## config.mk

```make
export PLATFORM = sky130hd
export DESIGN_NAME = pipeline_hazard_ctrl
export DESIGN_NICKNAME = d
export VERILOG_FILES = /design/src/rtl/pipeline_hazard_ctrl.sv
export SDC_FILE = /design/constraint.sdc
export NUM_CORES = 1
export LEC_CHECK = 0
export BUFFER_PORTS_ARGS = -buffer_cell sky130_fd_sc_hd__buf_2
export CORE_MARGIN = 4
export CORE_UTILIZATION = 40
export DETAILED_ROUTE_END_ITERATION = 10
export PLACE_DENSITY = 0.79
export SLEW_MARGIN = 20
export SYNTH_ARGS = -nofsm -noshare
export SYNTH_HDL_FRONTEND = slang
export SYNTH_SLANG_ARGS = --single-unit
```

## constraint.sdc

```tcl
create_clock -name clk -period 3.87 [get_ports clk]
set_input_delay 0 -clock clk [delete_from_list [all_inputs] [get_ports clk]]
set_output_delay 0 -clock clk [all_outputs]
set_load 0.01 [all_outputs]
```

## src/rtl/pipeline_hazard_ctrl.sv

```systemverilog
//------------------------------------------------------------------------------
// Module      : pipeline_hazard_ctrl
// Description : Hazard controller for a five-stage in-order pipeline.
//               Produces the stage register enables, the bubble/flush
//               controls and the EX operand forwarding selects. Handles
//               memory back-pressure, branch redirects and load-use stalls,
//               and counts cycles in which the PC did not advance.
//
//   clk, rst                  : clock; synchronous active-high reset
//   id_rs1, id_rs2            : decode-stage source registers
//   ex_rs1, ex_rs2, ex_rd     : ID/EX source and destination registers
//   ex_is_load                : ID/EX instruction is a load
//   mem_rd, mem_regwrite      : EX/MEM destination / write enable
//   wb_rd, wb_regwrite        : MEM/WB destination / write enable
//   br_taken                  : EX resolved a taken branch or jump
//   imem_read, imem_resp      : fetch request / completion pulse
//   dmem_access, dmem_resp    : data request / completion pulse
//   *_load                    : stage register enables
//   if_id_flush, id_ex_flush  : zero incoming buffer contents
//   fwd_a, fwd_b              : 00 = regfile, 01 = WB, 10 = MEM
//   stall_cnt                 : saturating count of non-advancing PC cycles
//
// Revision    : 1.0 - initial release
//------------------------------------------------------------------------------
`default_nettype none

module pipeline_hazard_ctrl (
  input  logic        clk,
  input  logic        rst,
  input  logic [4:0]  id_rs1,
  input  logic [4:0]  id_rs2,
  input  logic [4:0]  ex_rs1,
  input  logic [4:0]  ex_rs2,
  input  logic [4:0]  ex_rd,
  input  logic        ex_is_load,
  input  logic [4:0]  mem_rd,
  input  logic        mem_regwrite,
  input  logic [4:0]  wb_rd,
  input  logic        wb_regwrite,
  input  logic        br_taken,
  input  logic        imem_read,
  input  logic        imem_resp,
  input  logic        dmem_access,
  input  logic        dmem_resp,
  output logic        pc_load,
  output logic        if_id_load,
  output logic        id_ex_load,
  output logic        ex_mem_load,
  output logic        mem_wb_load,
  output logic        if_id_flush,
  output logic        id_ex_flush,
  output logic [1:0]  fwd_a,
  output logic [1:0]  fwd_b,
  output logic [31:0] stall_cnt
);

  typedef enum logic [0:0] {
    ST_RUN      = 1'b0,
    ST_MEM_WAIT = 1'b1
  } state_t;

  localparam logic [31:0] C_CNT_MAX = 32'hFFFF_FFFF;

  state_t r_state;
  logic   r_imem_done;
  logic   r_dmem_done;

  logic   w_wait;
  logic   w_imem_ok;
  logic   w_dmem_ok;
  logic   w_ready;
  logic   w_hazard;

  // Completion memory is only meaningful while waiting; in RUN the done
  // bits are always clear, so the state qualifier just makes that explicit.
  assign w_wait    = (r_state == ST_MEM_WAIT);
  assign w_imem_ok = ~imem_read   | imem_resp | (w_wait & r_imem_done);
  assign w_dmem_ok = ~dmem_access | dmem_resp | (w_wait & r_dmem_done);
  assign w_ready   = w_imem_ok & w_dmem_ok;

  assign w_hazard  = ex_is_load & (ex_rd != 5'd0) &
                     ((ex_rd == id_rs1) | (ex_rd == id_rs2));

  // Stage enables and flushes. Priority: memory stall > redirect > load-use.
  always_comb begin
    pc_load     = 1'b0;
    if_id_load  = 1'b0;
    id_ex_load  = 1'b0;
    ex_mem_load = 1'b0;
    mem_wb_load = 1'b0;
    if_id_flush = 1'b0;
    id_ex_flush = 1'b0;
    if (!rst && w_ready) begin
      id_ex_load  = 1'b1;
      ex_mem_load = 1'b1;
      mem_wb_load = 1'b1;
      if (br_taken) begin
        // Redirect kills both younger instructions, so any load-use
        // dependency they carried is moot.
        pc_load     = 1'b1;
        if_id_load  = 1'b1;
        if_id_flush = 1'b1;
        id_ex_flush = 1'b1;
      end else if (w_hazard) begin
        // Hold PC and IF/ID, inject one bubble into ID/EX.
        id_ex_flush = 1'b1;
      end else begin
        pc_load     = 1'b1;
        if_id_load  = 1'b1;
      end
    end
  end

  // Forwarding: the younger producer in EX/MEM wins over MEM/WB.
  always_comb begin
    fwd_a = 2'b00;
    fwd_b = 2'b00;
    if (!rst) begin
      if (mem_regwrite && mem_rd != 5'd0 && mem_rd == ex_rs1)
        fwd_a = 2'b10;
      else if (wb_regwrite && wb_rd != 5'd0 && wb_rd == ex_rs1)
        fwd_a = 2'b01;

      if (mem_regwrite && mem_rd != 5'd0 && mem_rd == ex_rs2)
        fwd_b = 2'b10;
      else if (wb_regwrite && wb_rd != 5'd0 && wb_rd == ex_rs2)
        fwd_b = 2'b01;
    end
  end

  always_ff @(posedge clk) begin
    if (rst) begin
      r_state     <= ST_RUN;
      r_imem_done <= 1'b0;
      r_dmem_done <= 1'b0;
      stall_cnt   <= 32'd0;
    end else begin
      if (w_ready) begin
        // Advance cycle: consume both completions and resume.
        r_state     <= ST_RUN;
        r_imem_done <= 1'b0;
        r_dmem_done <= 1'b0;
      end else begin
        // A response only counts if its request is actually outstanding.
        r_state     <= ST_MEM_WAIT;
        r_imem_done <= r_imem_done | (imem_read & imem_resp);
        r_dmem_done <= r_dmem_done | (dmem_access & dmem_resp);
      end

      if (!pc_load && stall_cnt != C_CNT_MAX)
        stall_cnt <= stall_cnt + 32'd1;
    end
  end

endmodule

`default_nettype wire
```

==> impl_metrics.ini, run 1 <==
[clocking]
clockRootBuffer = clkbuf_8
htreeDepth = 2
cts_resized = 0
clk_latency_ns = 0.29
clk_pin_slew_ns = 0.07
clkSinkCount = 35
cts_tree = built
cts_made_buffers = 5
clockBufferDepth = 2

[global_routing]
grt_max_degree = 55
grt_remaining_overflow = 0
grt_usage = 0.168
grt_pass1_wl_mm = 10.3
antenna_found_initial = 0
grt_pass1_vias = 2288

[synthesis]
ys.flop_type = dfxtp_1
ys_seq_elements = 35
synth_fp_nets = 338
synth_cell_type_count = 41
synth_edf_count = 0
synthTopCellsByCount = dfxtp_1, a21oi_1, or4_1
yosysWarnings = 0
synth_top_cell_area_share = 0.295
yosysSeqAreaShare = 0.295
async_flop_share = 0
avgSynthCellArea_um2 = 8.13
synth_area_mm2 = 0.00237
synth.largest_area_cell = dfxtp_1
yosysMostFrequentCell = dfxtp_1
syn_inst = 292
synth_area_leaders = dfxtp_1, xor2_1, or4_1, a21oi_1, o31ai_1

[floorplan]
start_util = 0.421
io_pins = 88
die_y_um = 85.0
die-area_mm2 = 0.00723
die_x_um = 85.0
fp-row-count = 27
core_area_mm2 = 0.00564

[worst_setup_path]
reg2reg_setup_slack_ns = 1.25
worstSetupEndpointType = flop
crit_chain = ha_1 -> nand2_1 -> nor4_4 -> and4_1 -> buf_4 -> nor2_1 -> a32o_1
crit_end = stall_cnt[2]$_SDFFE_PP0P_
crit_type = flop to flop
cp_data_required_time_ns = 4.05
crit_arrival_ns = 2.80
max_stage_delay_ns = 0.59
cp_max_fo = 31
rr_worst_depth = 7
r2r-end = stall_cnt[2]$_SDFFE_PP0P_
r2r-start = stall_cnt[0]$_SDFFE_PP0P_
startpoint_type = flop
critPathLaunch = stall_cnt[0]$_SDFFE_PP0P_
cp_slowest_cell = and4_1

[sta]
timing.fmax_ghz = 0.381
finalHoldViolCount = 0
final_max_slew_viol_count = 0
setup_viol = 0
period_needed_ns = 2.62
setup_tns_ns = 0
rsz0062_at_grt = false
whs_ns = 0.0897
period_share = 0.678
tightest_slew_ns = 0.505
clock_skew_ns = 0.00783
slew_headroom = 0.663

[placed_design]
dpl.hpwl_mm = 4.71
gp_congestion = 0.850
port_buffers = 87

[routing]
via_per_inst = 5.63
drtAntennaViolNets = 0
finalWirelength_mm = 6.25
drtIter0Drc = 138
firstDrtPassIters = 4
routedWlPerCell_um = 13.9
drc = 0
vias = 2522

[final_layout]
multi_input_area_mm2 = 0.00155
layout-drive-gt1-share = 0.293
fin_nets = 421
final_util = 0.521
syn2layout_area_growth_pct = 23.7
seqCellArea_um2 = 701
num-fill-cells = 526
insertedDiodeCount = 0

[job]
max_cap_viol_count = 0

[pwr]
finalPower_w = 0.000749
p_per_area_mw_per_mm2 = 255
leakagePower_nw = 1.19
peakVddDrop_mv = 0.147

[worst_hold_path]
hp-class = input pin to flop

[outcome]
status = finished, final reports clean
through the flow:
step / worst slack (ns) / cells / area [µm²]
after CTS: 1.25 / 448 / 2940
after global routing: 1.02 / 448 / 2940
after floorplan: 1.63 / 292 / 2370
final: 1.25 / 448 / 2940
after global placement: 1.40 / 436 / 2820
after detailed placement: 1.27 / 436 / 2820
power by group:
group / switching, W / internal (W) / leakage (nW)
sequential: 0.00000450 / 0.000364 / 0.283
clock: 0.000131 / 0.000126 / 0.0422
combinational: 0.0000688 / 0.0000539 / 0.863
total: 0.000205 / 0.000545 / 1.19
timing repair:
| action | 4_1_cts | 5_1_grt |
|---|---|---|
| hold buffers | 4 | 0 |
| setup endpoints to repair | 0 | 0 |
| buffers inserted | 0 | 0 |
| endpoints found under the hold margin | 2 | 0 |
worst min path at each step:
| stage | from | depth (start not counted) | slack [ns] | to |
|---|---|---|---|---|
| after floorplan | imem_read | 2 | 0.14 | r_imem_done$_SDFF_PP0_ |
| after global placement | dmem_access | 3 | 0.23 | r_dmem_done$_SDFF_PP0_ |
| after detailed placement | dmem_access | 3 | 0.25 | r_dmem_done$_SDFF_PP0_ |
| after CTS | rst | 3 | 0.1 | stall_cnt[11]$_SDFFE_PP0P_ |
| after global routing | rst | 3 | 0.11 | stall_cnt[11]$_SDFFE_PP0P_ |
| final | rst | 3 | 0.09 | stall_cnt[11]$_SDFFE_PP0P_ |
registers in the layout (all words and copies together) (netlist names):
register / flops
r_dmem_done: 1
stall_cnt: 32
r_imem_done: 1
r_state: 1
cell type report:
class,instances,area share
clock buffers,7,0.0260
clock inverters,1,0.00170
inverters,5,0.00724
multi-input cells,235,0.529
flip-flops and latches,35,0.239
well taps,72,0.0307
repair buffers,93,0.167
cell usage in the layout, fill, tap and decap left out, drive strengths merged, types with 6 or more instances in the layout:
cell,n
nor2b,7
a21oi,25
xor2,20
clkbuf,7
mux2,6
o31ai,17
xnor2,10
and3,7
dfxtp,35
nor2,19
nand2,20
nor3,13
nand3,16
buf,89
nor4,6
or4,23
nand4,10
cells by family after synthesis:
kind of cell               after synthesis  synth area share
DFF                                     35             0.295
adders and majority gates                1           0.00527
xor gates and xnor gates                30             0.111
muxes                                    6            0.0285
AOI/OAI and AO/OA                       61             0.175
buffers and inverters                   22            0.0506
and+or+nand+nor                        137             0.335
per-layer routing:
layer  vias up  part of all wire  GRT usage
met5         -                 0          0
met4         0            0.0085     0.0475
met3         6             0.080     0.0456
met2        95              0.49      0.294
met1      1144              0.43      0.199
li1       1277                 -          -
critical path, delay by kind of cell (launching register included):
kind                     cells  cell delay [ns]
flip-flops                   1             0.40
AND/OR/NAND/NOR              4             1.25
buffers and inverters        1             0.38
AO/OA/AOI/OAI                1             0.25
adder cells (fa/ha/maj)      1             0.23
Note: power is estimated with default switching activity, not from simulation.
==> run 2, diff against run 1 <==
==> constraint.sdc (replaced) <==
create_clock -name clk -period 2.6 [get_ports clk]
set_input_delay 0 -clock clk [delete_from_list [all_inputs] [get_ports clk]]
set_output_delay 0 -clock clk [all_outputs]
set_load 0.01 [all_outputs]
==> impl_metrics.ini, run 2 (synthesis gave the netlist of run 1 again) <==
[worst_setup_path]
r2r-start = stall_cnt[0]$_SDFFE_PP0P_
r2r-end = stall_cnt[27]$_SDFFE_PP0P_
reg2reg_setup_slack_ns = 0.30
crit_arrival_ns = 2.47
rr_worst_depth = 7
worstSetupEndpointType = flop
crit_type = flop to flop
cp_max_fo = 24
startpoint_type = flop
cp_data_required_time_ns = 2.77

[placed_design]
placedCellCount = 437
placed_area_mm2 = 0.00285
dpl.hpwl_mm = 4.67
port_buffers = 87
gp_congestion = 0.863

[floorplan]
die_x_um = 85.0
die-area_mm2 = 0.00723
core_area_mm2 = 0.00564
fp-row-count = 27
start_util = 0.421
die_y_um = 85.0
io_pins = 88

[routing]
vias = 2521
routedWlPerCell_um = 13.8
via_per_inst = 5.61
finalWirelength_mm = 6.19
drtIter0Drc = 131
firstDrtPassIters = 4
drtAntennaViolNets = 0
drc = 0

[pwr]
p_per_area_mw_per_mm2 = 378
leakagePower_nw = 1.20
finalPower_w = 0.00112
peakVddDrop_mv = 0.273

[final_layout]
layout-drive-gt1-share = 0.297
syn2layout_area_growth_pct = 25.3
final_util = 0.527
final_common_cell = buf_2
largest_reg_flops = 32
largest_register = stall_cnt
layout_common_cells = buf_2, dfxtp_1, a21oi_1
final_area_mm2 = 0.00297
fin_cells = 449
insertedDiodeCount = 0
fin_nets = 422

[clocking]
cts_made_buffers = 5
cts_setup_buffers = 0
clkSinkCount = 35
htreeDepth = 2
clockBufferDepth = 2
clockRootBuffer = clkbuf_8
cts_tree = built
clk_pin_slew_ns = 0.08
clk_latency_ns = 0.29

[sta]
clock_skew_ns = 0.0101
setup_viol = 0
setup_tns_ns = 0
final_max_slew_viol_count = 0
slew_headroom = 0.658
timing.fmax_ghz = 0.435
period_needed_ns = 2.30
finalHoldViolCount = 0
rsz0062_at_grt = false
tightest_slew_ns = 0.511
period_share = 0.884

[worst_hold_path]
hold_path.startpoint = rst
hold_depth = 3
hp-class = input pin to flop
min_to = stall_cnt[11]$_SDFFE_PP0P_

[global_routing]
grt_pass1_wl_mm = 10.4
grt_pass1_vias = 2309
grt_max_degree = 55
grt_remaining_overflow = 0
antenna_found_initial = 0
grt_usage = 0.170

[job]
max_cap_viol_count = 0

[outcome]
status = finished, final reports clean
==> run 2: worst max-delay path by stage <==
stage                            endpoint  slack (ns)                       from
2_1_floorplan   stall_cnt[2]$_SDFFE_PP0P_        0.36  stall_cnt[0]$_SDFFE_PP0P_
3_3_place_gp   stall_cnt[19]$_SDFFE_PP0P_        0.40  stall_cnt[6]$_SDFFE_PP0P_
3_5_place_dp   stall_cnt[27]$_SDFFE_PP0P_        0.34  stall_cnt[0]$_SDFFE_PP0P_
4_1_cts        stall_cnt[27]$_SDFFE_PP0P_        0.31  stall_cnt[0]$_SDFFE_PP0P_
5_1_grt        stall_cnt[19]$_SDFFE_PP0P_         0.1  stall_cnt[3]$_SDFFE_PP0P_
6_report       stall_cnt[27]$_SDFFE_PP0P_        0.30  stall_cnt[0]$_SDFFE_PP0P_
==> run 2: layout make-up <==
| class | instances | area, µm² |
|---|---|---|
| fill | 541 | 2670 |
| timing repair buffer | 94 | 523 |
| tap | 72 | 90.1 |
| sequential | 35 | 701 |
| clock buffer | 6 | 72.6 |
| multi-input combinational | 235 | 1550 |
| clock inverter | 2 | 12.5 |
| inverter | 5 | 21.3 |
==> run 2: per-layer routing <==
| metal | GRT usage | vias to the layer above | share of wire |
|---|---|---|---|
| met5 | 0 | - | 0 |
| met4 | 0.0489 | 0 | 0.011 |
| met3 | 0.0447 | 5 | 0.084 |
| met2 | 0.292 | 96 | 0.48 |
| met1 | 0.209 | 1138 | 0.43 |
| li1 | - | 1282 | - |
==> run 2: what timing repair did <==
item / CTS / global route
resized for setup: 0 / 0
hold buffers: 4 / 0
endpoints found under the hold margin: 2 / 0
==> run 2: critical path: stages, from the launching register on <==
cell,delay (ns)
dfxtp_1,0.40
ha_1,0.24
nand2_1,0.14
nor4_4,0.47
and4_1,0.38
buf_12,0.19
nor3_1,0.07
mux2_2,0.29
==> run 2: per-stage QoR <==
stage | hold WS, ns | worst slack, ns
after floorplan | 0.138 | 0.359
after global placement | 0.232 | 0.396
after detailed placement | 0.256 | 0.343
after CTS | 0.0945 | 0.311
final | 0.0938 | 0.302
after global routing | 0.125 | 0.0982
==> run 2: power by group <==
| group | total [W] | switching (W) | internal, W |
|---|---|---|---|
| Clock | 0.000391 | 0.000203 | 0.000187 |
| Combinational | 0.000183 | 0.000103 | 0.0000801 |
| Sequential | 0.000549 | 0.00000652 | 0.000542 |
==> run 3, diff against run 2 <==
--- a/config.mk
+++ b/config.mk
@@ -9,7 +9,9 @@
 export CORE_MARGIN = 4
 export CORE_UTILIZATION = 40
 export DETAILED_ROUTE_END_ITERATION = 10
+export GPL_TIMING_DRIVEN = 0
 export PLACE_DENSITY = 0.79
+export RECOVER_POWER = 50
 export SLEW_MARGIN = 20
 export SYNTH_ARGS = -nofsm -noshare
 export SYNTH_HDL_FRONTEND = slang
==> impl_metrics.ini, run 3 (synthesis gave the netlist of run 1 again) <==
[routing]
routedWlPerCell_um = 15.2
firstDrtPassIters = 5
drc = 0
drtIter0Drc = 215
drtAntennaViolNets = 0
via_per_inst = 5.73
finalWirelength_mm = 7.09
vias = 2663

[sta]
timing.fmax_ghz = 0.407
final_max_slew_viol_count = 0
period_share = 0.944
setup_viol = 0
period_needed_ns = 2.46
finalHoldViolCount = 0
setup_tns_ns = 0
clock_skew_ns = 0.0124
rsz0062_at_grt = false
tightest_slew_ns = 0.534
whs_ns = 0.109
layout_setup_ws_ns = 0.144
slew_headroom = 0.644

[worst_hold_path]
hold_depth = 3
hp-class = input pin to flop
min_to = stall_cnt[23]$_SDFFE_PP0P_
hold_path.startpoint = rst

[worst_setup_path]
crit_type = flop to flop
path_buf_inv = 3
crit_chain = ha_1 -> nand2_1 -> nor4_4 -> and4_1 -> buf_2 -> buf_2 -> clkbuf_4 -> nor2_1 -> a32o_1
r2r-start = stall_cnt[0]$_SDFFE_PP0P_
reg2reg_setup_slack_ns = 0.14
cp_slowest_cell = dfxtp_1
r2r-end = stall_cnt[2]$_SDFFE_PP0P_
worstSetupEndpointType = flop
crit_path_frequent_cell = buf_2
rr_worst_depth = 9
cp_data_required_time_ns = 2.78
max_stage_delay_ns = 0.42
startpoint_type = flop
cp.depth = 9
cp_max_fo = 10
critPathTopFamily = simple AND/OR/NAND/NOR gates
crit_arrival_ns = 2.63

[floorplan]
io_pins = 88
core_area_mm2 = 0.00564
die_y_um = 85.0
die_x_um = 85.0
start_util = 0.421
fp-row-count = 27
die-area_mm2 = 0.00723

[global_routing]
grt_pass1_vias = 2553
grt_pass1_wl_mm = 11.7
antenna_found_initial = 0
grt_max_degree = 12
grt_usage = 0.196
grt_remaining_overflow = 0

[clocking]
clockRootBuffer = clkbuf_8
clockBufferDepth = 2
clk_latency_ns = 0.29
htreeDepth = 2
clkSinkCount = 35
clk_pin_slew_ns = 0.08
cts_tree = built
cts_made_buffers = 5

[final_layout]
largest_register = stall_cnt
insertedDiodeCount = 0
syn2layout_area_growth_pct = 26.0
layout_common_cells = buf_2, clkbuf_1, dfxtp_1
final_util = 0.530
largest_reg_flops = 32
fin_nets = 438
final_area_mm2 = 0.00299
layout-drive-gt1-share = 0.216
final_common_cell = buf_2

[pwr]
peakVddDrop_mv = 0.261
switching_share = 0.283
pwr-share-clk = 0.345
p_int_w = 0.000819
combPwrFrac = 0.174
p_per_area_mw_per_mm2 = 382
switchingPower_w = 0.000324
pwr-share-seq = 0.481
leakagePower_nw = 1.10

[outcome]
status = finished, final reports clean

[placed_design]
gp_congestion = 0.823
dp_slack_ns = -0.0239
dpl.hpwl_mm = 5.34
port_buffers = 87
placed_area_mm2 = 0.00290

[job]
max_cap_viol_count = 0
==> run 3: cell types whose count changed in the layout (fill, tap and decap cells not counted), sizes merged <==
cell / before / now
buf: 90 / 63
clkinvlp: 1 / 0
clkbuf: 6 / 50
==> run 3: how the worst max path moves through the flow <==
stage,startpoint,slack [ns],endpoint
6_report,stall_cnt[0]$_SDFFE_PP0P_,0.14,stall_cnt[2]$_SDFFE_PP0P_
2_1_floorplan,stall_cnt[0]$_SDFFE_PP0P_,0.36,stall_cnt[2]$_SDFFE_PP0P_
4_1_cts,stall_cnt[0]$_SDFFE_PP0P_,0.1,stall_cnt[2]$_SDFFE_PP0P_
3_3_place_gp,stall_cnt[0]$_SDFFE_PP0P_,0.02,stall_cnt[2]$_SDFFE_PP0P_
5_1_grt,stall_cnt[0]$_SDFFE_PP0P_,0.01,stall_cnt[2]$_SDFFE_PP0P_
3_5_place_dp,stall_cnt[0]$_SDFFE_PP0P_,-0.02,stall_cnt[2]$_SDFFE_PP0P_
==> run 3: power by group through the flow <==
stage / clock [W] / combinational, W / sequential [W]
after floorplan: 0 / 0.000107 / 0.000562
after global placement: 0 / 0.000191 / 0.000561
final: 0.000394 / 0.000199 / 0.000550
after detailed placement: 0 / 0.000196 / 0.000562
after CTS: 0.000404 / 0.000202 / 0.000549
after global routing: 0.000429 / 0.000222 / 0.000550
==> run 3: per-layer routing <==
layer	up-vias	track usage	part of all wire
met2	118	0.347	0.50
met5	-	0	0
met4	0	0.0504	0.0093
met1	1236	0.229	0.41
met3	8	0.0573	0.083
li1	1301	-	-
==> run 3: per-stage QoR <==
step / instances / total power [W]
detailed placement: 451 / 0.000758
CTS: 463 / 0.00115
finish: 465 / 0.00114
floorplan: 292 / 0.000669
global route: 465 / 0.00120
global placement: 451 / 0.000752
==> run 3: worst reg2reg max path, cell delays in order (launching register included) <==
cell and delay, ns:
dfxtp_1 0.42, ha_1 0.24, nand2_1 0.15, nor4_4 0.33, and4_1 0.23, buf_2 0.19
buf_2 0.23, clkbuf_4 0.24, nor2_1 0.07, a32o_1 0.24
==> run 3: cell type report <==
class	count	area, µm²
plain buffers	17	101
clock buffers	7	76.3
clock inverters	1	5.00
fillers	572	2650
inverters	5	21.3
multi-input cells	235	1550
flip-flops and latches	35	701
well taps	72	90.1
repair buffers	93	444
==> run 3: repair_timing <==
| item | 4_1_cts | 5_1_grt |
|---|---|---|
| gates resized for setup | 0 | 1 |
| buffers inserted | 0 | 2 |
| endpoints found under the setup margin | 1 | 11 |
| hold buffers | 4 | 0 |
| endpoints found under the hold margin | 2 | 0 |
| pin swaps | 1 | 1 |
